`src/rtl/hazard_stall_ctrl.sv`:
```
// Pipeline hazard/stall controller for the 5-stage MIPS core: load-use bubbles, branch flush, memory-wait freeze.
// Optional stall-cycle performance counter is built only when HAZ_PERF_CNT_EN is defined.
module hazard_stall_ctrl #(
    parameter int LU_STALL_CYC = 1,
    parameter int MEM_WAIT_MAX = 15
) (
    input  logic        clk,
    input  logic        rst_n,
    input  logic [4:0]  id_rs,
    input  logic [4:0]  id_rt,
    input  logic        id_uses_rt,
    input  logic        ex_mem_read,
    input  logic [4:0]  ex_rt,
    input  logic        ex_branch_taken,
    input  logic        mem_req,
    input  logic        mem_ready,
    output logic        pc_we,
    output logic        if_id_we,
    output logic        if_id_flush,
    output logic        id_ex_we,
    output logic        id_ex_flush,
    output logic        ex_mem_we,
    output logic [1:0]  state,
    output logic        timeout,
    output logic [31:0] stall_cycles
);

    typedef enum logic [1:0] {
        RUN        = 2'd0,
        LOAD_STALL = 2'd1,
        MEM_WAIT   = 2'd2
    } state_e;

    typedef enum logic [1:0] {
        P_ADV,
        P_FREEZE,
        P_BUBBLE,
        P_BRFL
    } pat_e;

    localparam logic [7:0] WAIT_MAX = 8'(MEM_WAIT_MAX);
    localparam logic [2:0] LU_LAST  = 3'(LU_STALL_CYC - 1);

    state_e     state_q, state_d;
    logic [7:0] wcnt_q, wcnt_d;
    logic [2:0] lcnt_q, lcnt_d;
    logic       timeout_q, timeout_d;
    logic       tmo_evt;
    pat_e       pat;
    logic       lu;
    logic       mem_stall;

    function automatic logic [7:0] sat_inc8(input logic [7:0] v);
        return (v == 8'hFF) ? v : v + 8'd1;
    endfunction

    function automatic logic [2:0] sat_inc3(input logic [2:0] v);
        return (v == 3'h7) ? v : v + 3'd1;
    endfunction

    assign lu = ex_mem_read && (ex_rt != 5'd0) &&
                ((ex_rt == id_rs) || (id_uses_rt && (ex_rt == id_rt)));
    assign mem_stall = mem_req && !mem_ready;

    always_comb begin
        state_d   = state_q;
        wcnt_d    = wcnt_q;
        lcnt_d    = lcnt_q;
        timeout_d = timeout_q;
        tmo_evt   = 1'b0;
        pat       = P_ADV;
        case (state_q)
            RUN: begin
                if (mem_stall) begin
                    pat     = P_FREEZE;
                    state_d = MEM_WAIT;
                    wcnt_d  = 8'd1;
                end else if (ex_branch_taken) begin
                    pat = P_BRFL;
                end else if (lu) begin
                    pat = P_BUBBLE;
                    if (LU_STALL_CYC > 1) begin
                        state_d = LOAD_STALL;
                        lcnt_d  = 3'd1;
                    end
                end
            end
            LOAD_STALL: begin
                if (mem_stall) begin
                    pat     = P_FREEZE;
                    state_d = MEM_WAIT;
                    wcnt_d  = 8'd1;
                end else if (ex_branch_taken) begin
                    pat     = P_BRFL;
                    state_d = RUN;
                end else begin
                    pat    = P_BUBBLE;
                    lcnt_d = sat_inc3(lcnt_q);
                    if (lcnt_q == LU_LAST) state_d = RUN;
                end
            end
            MEM_WAIT: begin
                // A dropped mem_req releases the freeze exactly like mem_ready.
                if (!mem_stall) begin
                    pat     = ex_branch_taken ? P_BRFL : P_ADV;
                    state_d = RUN;
                end else if (wcnt_q == WAIT_MAX) begin
                    tmo_evt   = 1'b1;
                    timeout_d = 1'b1;
                    pat       = P_ADV;
                    state_d   = RUN;
                end else begin
                    pat    = P_FREEZE;
                    wcnt_d = sat_inc8(wcnt_q);
                end
            end
            default: begin
                state_d = RUN;
            end
        endcase
    end

    always_ff @(posedge clk or negedge rst_n) begin
        if (!rst_n) begin
            state_q   <= RUN;
            wcnt_q    <= 8'd0;
            lcnt_q    <= 3'd0;
            timeout_q <= 1'b0;
        end else begin
            state_q   <= state_d;
            wcnt_q    <= wcnt_d;
            lcnt_q    <= lcnt_d;
            timeout_q <= timeout_d;
        end
    end

    // Reset overrides the pattern so both buffers clear while rst_n is low.
    always_comb begin
        pc_we       = 1'b0;
        if_id_we    = 1'b0;
        if_id_flush = 1'b0;
        id_ex_we    = 1'b0;
        id_ex_flush = 1'b0;
        ex_mem_we   = 1'b0;
        if (!rst_n) begin
            if_id_flush = 1'b1;
            id_ex_flush = 1'b1;
        end else begin
            case (pat)
                P_ADV: begin
                    pc_we     = 1'b1;
                    if_id_we  = 1'b1;
                    id_ex_we  = 1'b1;
                    ex_mem_we = 1'b1;
                end
                P_BUBBLE: begin
                    id_ex_we    = 1'b1;
                    id_ex_flush = 1'b1;
                    ex_mem_we   = 1'b1;
                end
                P_BRFL: begin
                    pc_we       = 1'b1;
                    if_id_we    = 1'b1;
                    if_id_flush = 1'b1;
                    id_ex_we    = 1'b1;
                    id_ex_flush = 1'b1;
                    ex_mem_we   = 1'b1;
                end
                default: begin
                end
            endcase
        end
    end

    assign state   = state_q;
    assign timeout = timeout_q | tmo_evt;

`ifdef HAZ_PERF_CNT_EN
    logic [31:0] stall_q;

    always_ff @(posedge clk or negedge rst_n) begin
        if (!rst_n) begin
            stall_q <= 32'd0;
        end else if (!pc_we && (stall_q != 32'hFFFF_FFFF)) begin
            stall_q <= stall_q + 32'd1;
        end
    end

    assign stall_cycles = stall_q;
`else
    assign stall_cycles = 32'd0;
`endif

endmodule
```
`config.mk`:
```
export PLATFORM = sky130hd
export DESIGN_NAME = hazard_stall_ctrl
export DESIGN_NICKNAME = d
export VERILOG_FILES = /design/src/rtl/hazard_stall_ctrl.sv
export SDC_FILE = /design/constraint.sdc
export NUM_CORES = 1
export LEC_CHECK = 0
export ABC_AREA = 1
export BUFFER_PORTS_ARGS = -buffer_cell sky130_fd_sc_hd__buf_2
export CAP_MARGIN = 0
export CORE_ASPECT_RATIO = 0.7
export CORE_MARGIN = 2
export CORE_UTILIZATION = 49
export DETAILED_ROUTE_END_ITERATION = 10
export PLACE_DENSITY = 0.86
export SYNTH_ARGS = -nofsm -noshare
export SYNTH_HDL_FRONTEND = slang
export SYNTH_SLANG_ARGS = --single-unit
```
`constraint.sdc`:
```
create_clock -name clk -period 3.35 [get_ports clk]
set_input_delay 0.1675 -clock clk [delete_from_list [all_inputs] [get_ports clk]]
set_output_delay 0.1675 -clock clk [all_outputs]
set_load 0.005 [all_outputs]
```
# Word-level counts from Yosys, hierarchy flattened
# Index checks and enable logic that the tools add are counted.
# W data, S select, Z words.
# totals
regBits,14
input_bits,22
output_inout_bits,41
elab_cells,77
# classes
n_addsub,2
n_eq_ne,16
n_mux,32
n_bitwise,4
n_reduce_logical,19
# op_table
cell,count
$mux W8,4
$mux W2,12
$pmux W8 S2,1
$mux W1,13
$pmux W2 S3,2
$eq A5 B5 Y1,2
$add A8 B1 Y8 const B,1
$eq A8 B4 Y1 const B,1
$eq A8 B8 Y1 const B,1
$ne A2 B2 Y1 const B,4
$eq A2 B2 Y1 const B,3
$reduce_and A3 Y1,2
$reduce_or A2 Y1,3
$reduce_and A5 Y1,1
$reduce_bool A5 Y1,1
$logic_and A1 B1 Y1,4
$logic_not A2 Y1,2
$ne A4 B4 Y1 const B,1
$reduce_and A4 Y1,1
$add A3 B1 Y3 const B,1
$eq A3 B3 Y1 const B,1
$logic_not A3 Y1,1
$ne A3 B3 Y1 const B,1
$not A1 Y1,3
other kinds (7),7

# Depth between registers and ports, before layout
# Gate-level depths: netlist (run 1).
# logic_depth
ltp_word,12
depth_mapped,12

# Least setup slack after synthesis (run 1)
# Ideal clock, no wire load.
# synth_timing
path_kind,reg2out
from,reg wcnt_q[0]
to,out id_ex_flush
t_arrival_ns,1.803
required_ns,3.182
slack_ns,1.379
stages_incl_launch_ff,10
cell_sequence,dfrtp_1 > ha_1 > nand2_1 > nor2_4 > nand3_2 > nand2_1 > nand2_1 > ha_1 > or2_2 > or2_2
# synth_via
elab_chain_cells,8
elab_cells_between_ends,9
# synth_lines
element,line_no,source
from (decl),45,"logic [7:0] wcnt_q, wcnt_d;"
from (signal assigned),131,wcnt_q <= wcnt_d;
$eq A8 B4 Y1 (*),107,end else if (wcnt_q == WAIT_MAX) begin
$mux W1 (*),107,
$mux W2 (*),104,if (!mem_stall) begin
$pmux W2 S3 (*),72,case (state_q)
$eq A2 B2 Y1,149,case (pat)
$reduce_or A2 Y1 (no source line) (*),n/a,
$mux W1 (*),149,
$mux W1 (*),145,if (!rst_n) begin
to (decl),21,"output logic id_ex_flush,"
# Every way passes the cells marked *; elsewhere a longest branch is shown, timed or not.

# Worst setup path after layout (run 1)
# Same ends and word-level chain as after synthesis.

==> results of run 1 <==
state kept, by name, summed over array words and instances, names as in the netlist:
| register | flops |
|---|---|
| state | 1 |
| timeout_q | 1 |
| wcnt_q | 8 |
placed cells by master, fill, tap and decap left out, types with 3 or more instances in the layout:
| cell type | instances |
|---|---|
| inv_1 | 29 |
| o21ai_2 | 4 |
| ha_1 | 4 |
| buf_2 | 29 |
| nand2_1 | 56 |
| nand4_1 | 3 |
| nor2_1 | 14 |
| or2_2 | 3 |
| dfrtp_1 | 10 |
| o21bai_1 | 4 |
| conb_1 | 33 |
| o21ai_0 | 3 |
| nand3_1 | 9 |
| clkbuf_4 | 3 |
timing repair:
| item | in CTS | in global routing |
|---|---|---|
| hold buffers | 1 | 0 |
| hold endpoints to repair | 10 | 0 |
| setup buffers | 0 | 0 |
kinds of logic (layout without fill, tap and decap cells):
logic type / after synthesis / in the layout / synth area share
fa+ha+maj: 4 / 4 / 0.0410
xor+xnor: 2 / 2 / 0.0143
other cells: 1 / 33 / 0.00307
simple gates: 90 / 90 / 0.328
buf+inv: 68 / 64 / 0.335
flops: 10 / 10 / 0.205
compound gates: 13 / 13 / 0.0738
per-stage QoR:
step | utilization | setup WS, ps | power (uW) | hold WS [ps] | instances
3_3_place_gp | 0.509 | 1240 | 211 | 53.8 | 245
6_report | 0.528 | 853 | 324 | 232 | 250
2_1_floorplan | - | 1380 | 215 | -128 | 220
3_5_place_dp | 0.509 | 1140 | 215 | 57.0 | 245
5_1_grt | 0.528 | 684 | 350 | 241 | 250
4_1_cts | 0.528 | 831 | 328 | 227 | 250
final cells by class:
cell class                 count  area (um^2)
fill                         237         1140
multi-input combinational    142          682
sequential                    10          250
timing repair buffer          30          155
inverter                      30          113
tap                           34         42.5
clock buffer                   4         36.3
power by group through the flow:
stage	Combinational [uW]	Clock [uW]	Sequential, uW
CTS	83.2	114	131
global route	98.7	120	132
finish	83.0	110	131
detailed placement	81.9	0	133
floorplan	84.1	0	131
global placement	79.0	0	132
how the worst max path moves through the flow:
stage                    from          end  slack (ps)  depth (start not counted)
finish              wcnt_q[0]  id_ex_flush         850                         10
global route        wcnt_q[0]  id_ex_flush         680                         10
CTS                 wcnt_q[0]  id_ex_flush         830                         10
detailed placement  wcnt_q[0]  id_ex_flush        1140                         10
global placement    wcnt_q[0]  id_ex_flush        1240                         10
floorplan           wcnt_q[0]  id_ex_flush        1380                          9
worst register-to-register path, delay by kind of cell, from the launching register on:
family | cells | cell delay [ps]
adder cells (fa/ha/maj) | 1 | 190
AND/OR/NAND/NOR | 6 | 710
flip-flops | 1 | 410
buffers and inverters | 1 | 90
routing by layer:
metal | vias to the layer above | GRT usage | wire length [um]
li1 | 554 | - | -
met1 | 433 | 0.200 | 1030
met2 | 45 | 0.293 | 982
met3 | 0 | 0.0371 | 131
met4 | 0 | 0.0217 | 0
met5 | - | 0 | 0
==> impl_metrics.toml, run 1 <==
[cells_and_area]
antenna_cells = 0
fin_area_mm2 = 0.00128
drive_gt1_frac = 0.213
nets = 243
area_growth_pct = 4.71

[placed_design]
place_congestion = 0.866
dp.final_hpwl_mm = 1.78
placed_area_mm2 = 0.00123
portBuffers = 29

[clock_tree]
cts.sink_count = 10
clk_pin_slew_ps = 70
cts_tree = "built"
clock_path_buffers = 2
cts_root_buffer = "clkbuf_4"
clkLatencyLatePin_ps = 270
cts_resized = 0
cts_buffers = 3
h-tree-depth = 1

[sta]
min_period_ps = 2500
rsz0062_at_grt = "no"
finalSetupTns_ps = 0
final-setup-viol-count = 0
maxSlewViolCount = 0
hold_violations = 0
finalClockSkew_ps = 7.25
fmax_mhz = 401
fin_crit_sh = 0.745

[power_and_ir_drop]
power_density_mw_per_mm2 = 254
cell_internal_pwr_uw = 224
switching_power_uw = 99.9
vdd_ir_drop_max_mv = 0.117
seq_power_share = 0.404
p_comb_frac = 0.256
swShare = 0.308
clkPwrFrac = 0.340
power_leakage_uw = 0.000801

[critical_path]
required_ps = 3180
cp_slowest_stage_delay_ps = 410
ff2ff_path_depth = 8
r2r_end = "wcnt_q[3]"
end_kind = "output pin"
crit_path_top_delay_cell = "dfrtp_1"
crit_buf_inv = 1
crit_type = "flop to output pin"
r2r_setup_slack_ps = 1860
crit_arrival_ps = 2330
crit_path_cell_trace = "ha_1 > nand2_1 > nor2_4 > nand3_2 > nand2_1 > nand2_1 > ha_1 > or2_2 > or2_2 > buf_2"
cp-start-kind = "flop"
worstPathMaxFanout = 4
critical_path.most_common_cell = "nand2_1"
r2r-start = "wcnt_q[0]"
critical-path-top-delay-family = "simple AND/OR/NAND/NOR gates"

[logic_synthesis]
ys_top_cells_by_count = "nand2_1 (56), buf_4 (36), inv_1 (29)"
post_synth.cell_area_avg_um2 = 6.50
synth.largest_area_cell = "buf_4"
yosysMostFrequentCell = "nand2_1"
netlist_area_mm2 = 0.00122
synth-main-ff-cell = "dfrtp_1"
yosysWarnings = 0
synth_cell_types = 25
async_flop_share = 1.00
synth-edff-count = 0
synthCells = 188
seq_area_frac_synth = 0.205
synthTopCellsByArea = "buf_4 (22%), dfrtp_1 (20%), nand2_1 (17%), inv_1 (8.9%), nor2_1 (4.3%)"
yosysTopAreaCellShare = 0.221
ys_ff_latch = 10

[detailed_routing]
avgRoutedWirePerCell_um = 8.57
drc = 0
drtPass1Iterations = 4
finalWirelength_mm = 2.14
drtIter0Drc = 60
num_vias = 1032
ant_nets = 0
viasPerCell = 4.13

[die]
rows = 15
dieWidth_um = 63.7
core-area_mm2 = 0.00242
die_h_um = 45.8
fp.dieArea_mm2 = 0.00291
ios = 63
start_util = 0.504

[hold_path]
min-delay-start = "mem_ready"
min_path_type = "input pin to flop"
hold_depth = 4
hold_end = "state[1]"

[global_route]
grt_pass1_vias = 874
grt_use_total = 0.159
grt_max_degree = 16
grt_overflow = 0
antenna_found_initial = 0
grt_pass1_wl_mm = 3.59

[flow_run]
max-cap-violations = 0

[status]
status = "complete, no violations"
No activity file was read; power rests on OpenSTA's default activity.
==> run 2, diff against run 1 <==
--- a/config.mk
+++ b/config.mk
@@ -5,14 +5,14 @@
 export SDC_FILE = /design/constraint.sdc
 export NUM_CORES = 1
 export LEC_CHECK = 0
-export ABC_AREA = 1
+export ABC_AREA = 0
 export BUFFER_PORTS_ARGS = -buffer_cell sky130_fd_sc_hd__buf_2
 export CAP_MARGIN = 0
 export CORE_ASPECT_RATIO = 0.7
 export CORE_MARGIN = 2
-export CORE_UTILIZATION = 49
+export CORE_UTILIZATION = 39
 export DETAILED_ROUTE_END_ITERATION = 10
-export PLACE_DENSITY = 0.86
+export PLACE_DENSITY = 0.76
 export SYNTH_ARGS = -nofsm -noshare
 export SYNTH_HDL_FRONTEND = slang
 export SYNTH_SLANG_ARGS = --single-unit
==> constraint.sdc (replaced) <==
create_clock -name clk -period 2.1 [get_ports clk]
set_input_delay 0.105 -clock clk [delete_from_list [all_inputs] [get_ports clk]]
set_output_delay 0.105 -clock clk [all_outputs]
set_load 0.005 [all_outputs]
==> run 2 against run 1 <==
Flip-flop and latch count did not move. Clock power grew 120%. Cell area is 5.1% higher. Die area rose by 10%. Combinational power increased by 120%. Highest routed layer unchanged.
==> impl_metrics.toml, run 2 <==
[cells_and_area]
largest_register_ffs = 8
layout_commonest_cell = "conb_1"
layout_common_cells = "conb_1 (33), buf_2 (27), buf_4 (12), xnor2_1 (10), dfrtp_1 (10)"
antenna_cells = 0
drive_gt1_frac = 0.383
regMostFlops = "wcnt_q"
area_growth_pct = 24.4
nets = 194
stdcell_count = 201
fin_area_mm2 = 0.00134

[global_route]
grt_max_degree = 14
grt_overflow = 0
grt_pass1_vias = 903
grt_pass1_wl_mm = 3.97
antenna_found_initial = 0
grt_use_total = 0.165

[critical_path]
critical-path-top-delay-family = "simple AND/OR/NAND/NOR gates"
crit_path_cell_trace = "ha_2 > and3_4 > a31oi_4 > a21oi_2 > inv_2 > ha_2 > nand2b_4 > or2_4 > buf_6"
cp-endpoint = "id_ex_flush"
critical_path_cell_count = 9
crit_buf_inv = 2
cp_slowest_stage_delay_ps = 370
ff2ff_path_depth = 7
crit_type = "flop to output pin"
cp-start-kind = "flop"
r2r_setup_slack_ps = 280
end_kind = "output pin"
r2r_end = "wcnt_q[5]"
r2r-start = "wcnt_q[0]"
cp-startpoint = "wcnt_q[0]"
critical_path.most_common_cell = "ha_2"
required_ps = 2000
crit_path_top_delay_cell = "dfrtp_1"
worstPathMaxFanout = 2
crit_arrival_ps = 1950

[detailed_routing]
drtIter0Drc = 43
avgRoutedWirePerCell_um = 12.4
drtPass1Iterations = 4
finalWirelength_mm = 2.50
num_vias = 970
viasPerCell = 4.83
ant_nets = 0
drc = 0

[placed_design]
place_congestion = 0.829
dp.cells = 189
placed_area_mm2 = 0.00114
dpl_worst_slack_ps = 51.8
dp.final_hpwl_mm = 1.89
portBuffers = 29

[die]
fp.dieArea_mm2 = 0.00321
die_h_um = 48.0
ios = 63
start_util = 0.423
core-area_mm2 = 0.00255
rows = 15
dieWidth_um = 66.9

[status]
status = "complete, no violations"

[clock_tree]
clk_pin_slew_ps = 50
clkLatencyLatePin_ps = 230
h-tree-depth = 1
clock_path_buffers = 2
cts_tree = "built"
cts_root_buffer = "clkbuf_8"
cts_buffers = 3
cts.sink_count = 10

[sta]
finalClockSkew_ps = 5.24
fin_crit_sh = 0.977
final.setup.worst_slack_ps = 47.5
min_period_ps = 2050
fmax_mhz = 487
hold_violations = 0
maxSlewViolCount = 0
final-setup-viol-count = 0
rsz0062_at_grt = "yes"

[logic_synthesis]
synthTopCellsByArea = "buf_4 (24%), dfrtp_1 (23%), xnor2_1 (8.1%), ha_1 (4.6%), a21oi_1 (2.8%)"
synth.largest_area_cell = "buf_4"
yosysWarnings = 0
yosysMostFrequentCell = "buf_4"
async_flop_share = 1.00
synth-edff-count = 0
synth_cell_types = 39
netlist_area_mm2 = 0.00108
ys_top_cells_by_count = "buf_4 (35), dfrtp_1 (10), xnor2_1 (10)"
yosysTopAreaCellShare = 0.243
synthCells = 128
seq_area_frac_synth = 0.232
ys_ff_latch = 10
post_synth.cell_area_avg_um2 = 8.44
synth-main-ff-cell = "dfrtp_1"

[hold_path]
min_path_type = "input pin to asynchronous set/reset pin"

[power_and_ir_drop]
power_density_mw_per_mm2 = 473
vdd_ir_drop_max_mv = 0.291
power_leakage_uw = 0.000662

[flow_run]
max-cap-violations = 0
[run 2: changes by cell type in the layout (fill, tap and decap cells not counted), sizes merged, moves of 6 or more]
| cell | before | now |
|---|---|---|
| nand2 | 57 | 7 |
| inv | 30 | 2 |
| buf | 29 | 41 |
| nor2 | 15 | 6 |
| xnor2 | 1 | 10 |
| nand3 | 11 | 4 |
| o21ai | 8 | 2 |
[run 2: how the worst min path moves through the flow]
stage | depth (start not counted) | from | to
floorplan | 0 | rst_n | state[1]
global placement | 1 | rst_n | wcnt_q[2]
detailed placement | 1 | rst_n | state[1]
CTS | 2 | rst_n | wcnt_q[0]
global route | 2 | rst_n | wcnt_q[2]
finish | 2 | rst_n | wcnt_q[2]
[run 2: per-layer routing]
metal	up-vias	GRT usage	routed length, um	part of all wire
li1	458	-	-	-
met1	471	0.193	1010	0.40
met2	41	0.304	1310	0.53
met3	0	0.0518	177	0.071
met4	0	0.0408	0	0
met5	-	0	0	0
[run 2: where the power goes]
group	switching (uW)	total [uW]	leakage (uW)	internal [uW]
sequential	10.2	213	0.000133	203
clock	74.2	239	0.0000288	165
combinational	91.9	184	0.000500	91.9
[run 2: cells by family (layout without fill, tap and decap cells)]
logic type,Yosys count,in the layout,share of synthesized area
DFF,10,10,0.232
AOI/OAI and AO/OA,25,25,0.167
xor gates and xnor gates,10,10,0.0811
buffers and inverters,41,48,0.271
adders and majority gates,4,4,0.0464
other,1,33,0.00347
and+or+nand+nor,35,35,0.180
muxes,2,2,0.0197
[run 2: stage by stage]
step | hold slack (ps) | total power, uW | util | TNS, ps
5_1_grt | 316 | 673 | 0.526 | -18.3
3_3_place_gp | -8.59 | 347 | 0.447 | 0
4_1_cts | 288 | 616 | 0.497 | 0
2_1_floorplan | -191 | 346 | - | 0
3_5_place_dp | -0.329 | 355 | 0.447 | 0
6_report | 295 | 636 | 0.526 | 0
[run 2: what timing repair did]
| action | CTS | global route |
|---|---|---|
| hold buffers | 1 | 0 |
| setup endpoints to repair | 3 | 3 |
| pin swaps | 2 | 2 |
| hold endpoints to repair | 10 | 0 |
| gates resized for setup | 8 | 9 |
| setup buffers | 4 | 3 |
[run 2: layout make-up]
type	instances	area, um^2
Fill cell	257	1210
Multi-Input combinational cell	109	731
Timing Repair Buffer	42	258
Sequential cell	10	250
Clock buffer	4	55.1
Tap cell	34	42.5
Inverter	2	7.51
==> run 3, diff against run 2 <==
--- a/config.mk
+++ b/config.mk
@@ -9,9 +9,9 @@
 export BUFFER_PORTS_ARGS = -buffer_cell sky130_fd_sc_hd__buf_2
 export CAP_MARGIN = 0
 export CORE_ASPECT_RATIO = 0.7
-export CORE_MARGIN = 2
 export CORE_UTILIZATION = 39
 export DETAILED_ROUTE_END_ITERATION = 10
+export MAX_ROUTING_LAYER = met4
 export PLACE_DENSITY = 0.76
 export SYNTH_ARGS = -nofsm -noshare
 export SYNTH_HDL_FRONTEND = slang
==> run 3 against run 2 <==
Maximum frequency hardly changed. Combinational power shrank 9%. Routed wire length fell by 8.6%. Largest cell class unchanged.
==> impl_metrics.toml, run 3 (same netlist as run 2, synthesis figures left out) <==
[detailed_routing]
drc = 0
viasPerCell = 4.75
ant_nets = 0
drtPass1Iterations = 4
drtIter0Drc = 27
num_vias = 946
finalWirelength_mm = 2.28
avgRoutedWirePerCell_um = 11.5

[cells_and_area]
largest_register_ffs = 8
stdcell_count = 199
area_growth_pct = 20.6
regMostFlops = "wcnt_q"
fill_cells = 251
nets = 193
seqCellArea_um2 = 250
layout_common_cells = "conb_1 (33), buf_2 (29), buf_4 (11), xnor2_1 (10), dfrtp_1 (10)"
final_core_util = 0.514
multiInputGateArea_um2 = 723
layout_commonest_cell = "conb_1"
antenna_cells = 0
drive_gt1_frac = 0.358
fin_area_mm2 = 0.00130

[critical_path]
crit_path_top_delay_cell = "dfrtp_1"
end_kind = "output pin"
r2r_setup_slack_ps = 350
worstPathMaxFanout = 2
crit_path_cell_trace = "ha_4 > and3_4 > a31oi_4 > a21oi_2 > inv_1 > ha_2 > nand2b_4 > or2_2 > buf_2"
cp_slowest_stage_delay_ps = 390
crit_type = "flop to output pin"
r2r-start = "wcnt_q[5]"
ff2ff_path_depth = 5
r2r_end = "wcnt_q[0]"
cp-start-kind = "flop"
crit_arrival_ps = 1950
critical-path-top-delay-family = "simple AND/OR/NAND/NOR gates"
crit_buf_inv = 2
required_ps = 2000

[placed_design]
dp.final_hpwl_mm = 1.71
placed_area_mm2 = 0.00115
portBuffers = 29
place_congestion = 0.934
dp.cells = 190

[sta]
hold_violations = 0
finalClockSkew_ps = 2.48
final-setup-viol-count = 0
holdWs_ps = 297
fmax_mhz = 487
finalSetupTns_ps = 0
fin_crit_sh = 0.978
maxSlewViolCount = 0
rsz0062_at_grt = "yes"
min_period_ps = 2050

[global_route]
grt_use_total = 0.172
grt_overflow = 0
grt_pass1_vias = 863
antenna_found_initial = 0
grt_pass1_wl_mm = 3.73
grt_max_degree = 14

[power_and_ir_drop]
p_comb_frac = 0.292
swShare = 0.285
vdd_ir_drop_max_mv = 0.264
clkPwrFrac = 0.333
cell_internal_pwr_uw = 410
seq_power_share = 0.375
power_leakage_uw = 0.000645
power_density_mw_per_mm2 = 441
switching_power_uw = 164

[clock_tree]
cts_root_buffer = "clkbuf_8"
cts.sink_count = 10
clkLatencyLatePin_ps = 230
h-tree-depth = 1
clock_path_buffers = 2
clk_pin_slew_ps = 50
cts_tree = "built"
cts_buffers = 3

[die]
start_util = 0.426
dieWidth_um = 64.9
fp.dieArea_mm2 = 0.00299
ios = 63
die_h_um = 46.0
rows = 15
core-area_mm2 = 0.00253

[status]
status = "complete, no violations"

[flow_run]
max-cap-violations = 0

[hold_path]
min_path_type = "input pin to asynchronous set/reset pin"
[run 3: through the flow]
stage / power [uW] / setup slack, ps
finish: 574 / 46.2
global route: 610 / -41.8
CTS: 572 / 7.63
detailed placement: 355 / 86.3
global placement: 349 / 152
floorplan: 346 / 195
[run 3: power by group through the flow]
stage	Combinational, uW	Clock (uW)	Sequential, uW
after detailed placement	137	0	218
after CTS	159	199	214
final	168	191	215
after floorplan	130	0	216
after global routing	190	203	217
after global placement	132	0	217
[run 3: area by class of cell]
type,instances,area share
multi-input cells,109,0.555
flip-flops and latches,10,0.192
repair buffers,41,0.183
well taps,34,0.0327
clock buffers,3,0.0317
inverters,2,0.00576
[run 3: worst max-delay path by stage]
stage,startpoint,to,slack [ps],depth (start not counted)
after floorplan,wcnt_q[5],id_ex_flush,200,8
after global placement,wcnt_q[0],id_ex_flush,150,9
after detailed placement,wcnt_q[0],id_ex_flush,90,9
after CTS,wcnt_q[1],id_ex_flush,8,9
after global routing,wcnt_q[0],id_ex_flush,-40,9
final,wcnt_q[0],id_ex_flush,50,9
[run 3: worst register-to-register path: stages (launching register included)]
cell and delay (ps):
dfrtp_1 410, buf_4 170, or4_4 540, a21o_1 250, mux2i_1 170, a21oi_1 90
[run 3: metal layers]
layer  part of all wire  GRT usage  up-vias  wire (um)
li1                   -          -      460          -
met1               0.43      0.204      438        969
met2               0.50      0.294       48       1130
met3              0.079     0.0525        0        180
met4                  0     0.0267        0          0
met5                  0          -        -          0
[run 3: repair_timing]
item,CTS,global route
setup endpoints to repair,1,5
buffers inserted,5,0
pin swaps,1,2
hold buffers,1,0
gates resized for setup,4,8
gates cloned,0,0
endpoints found under the hold margin,10,0
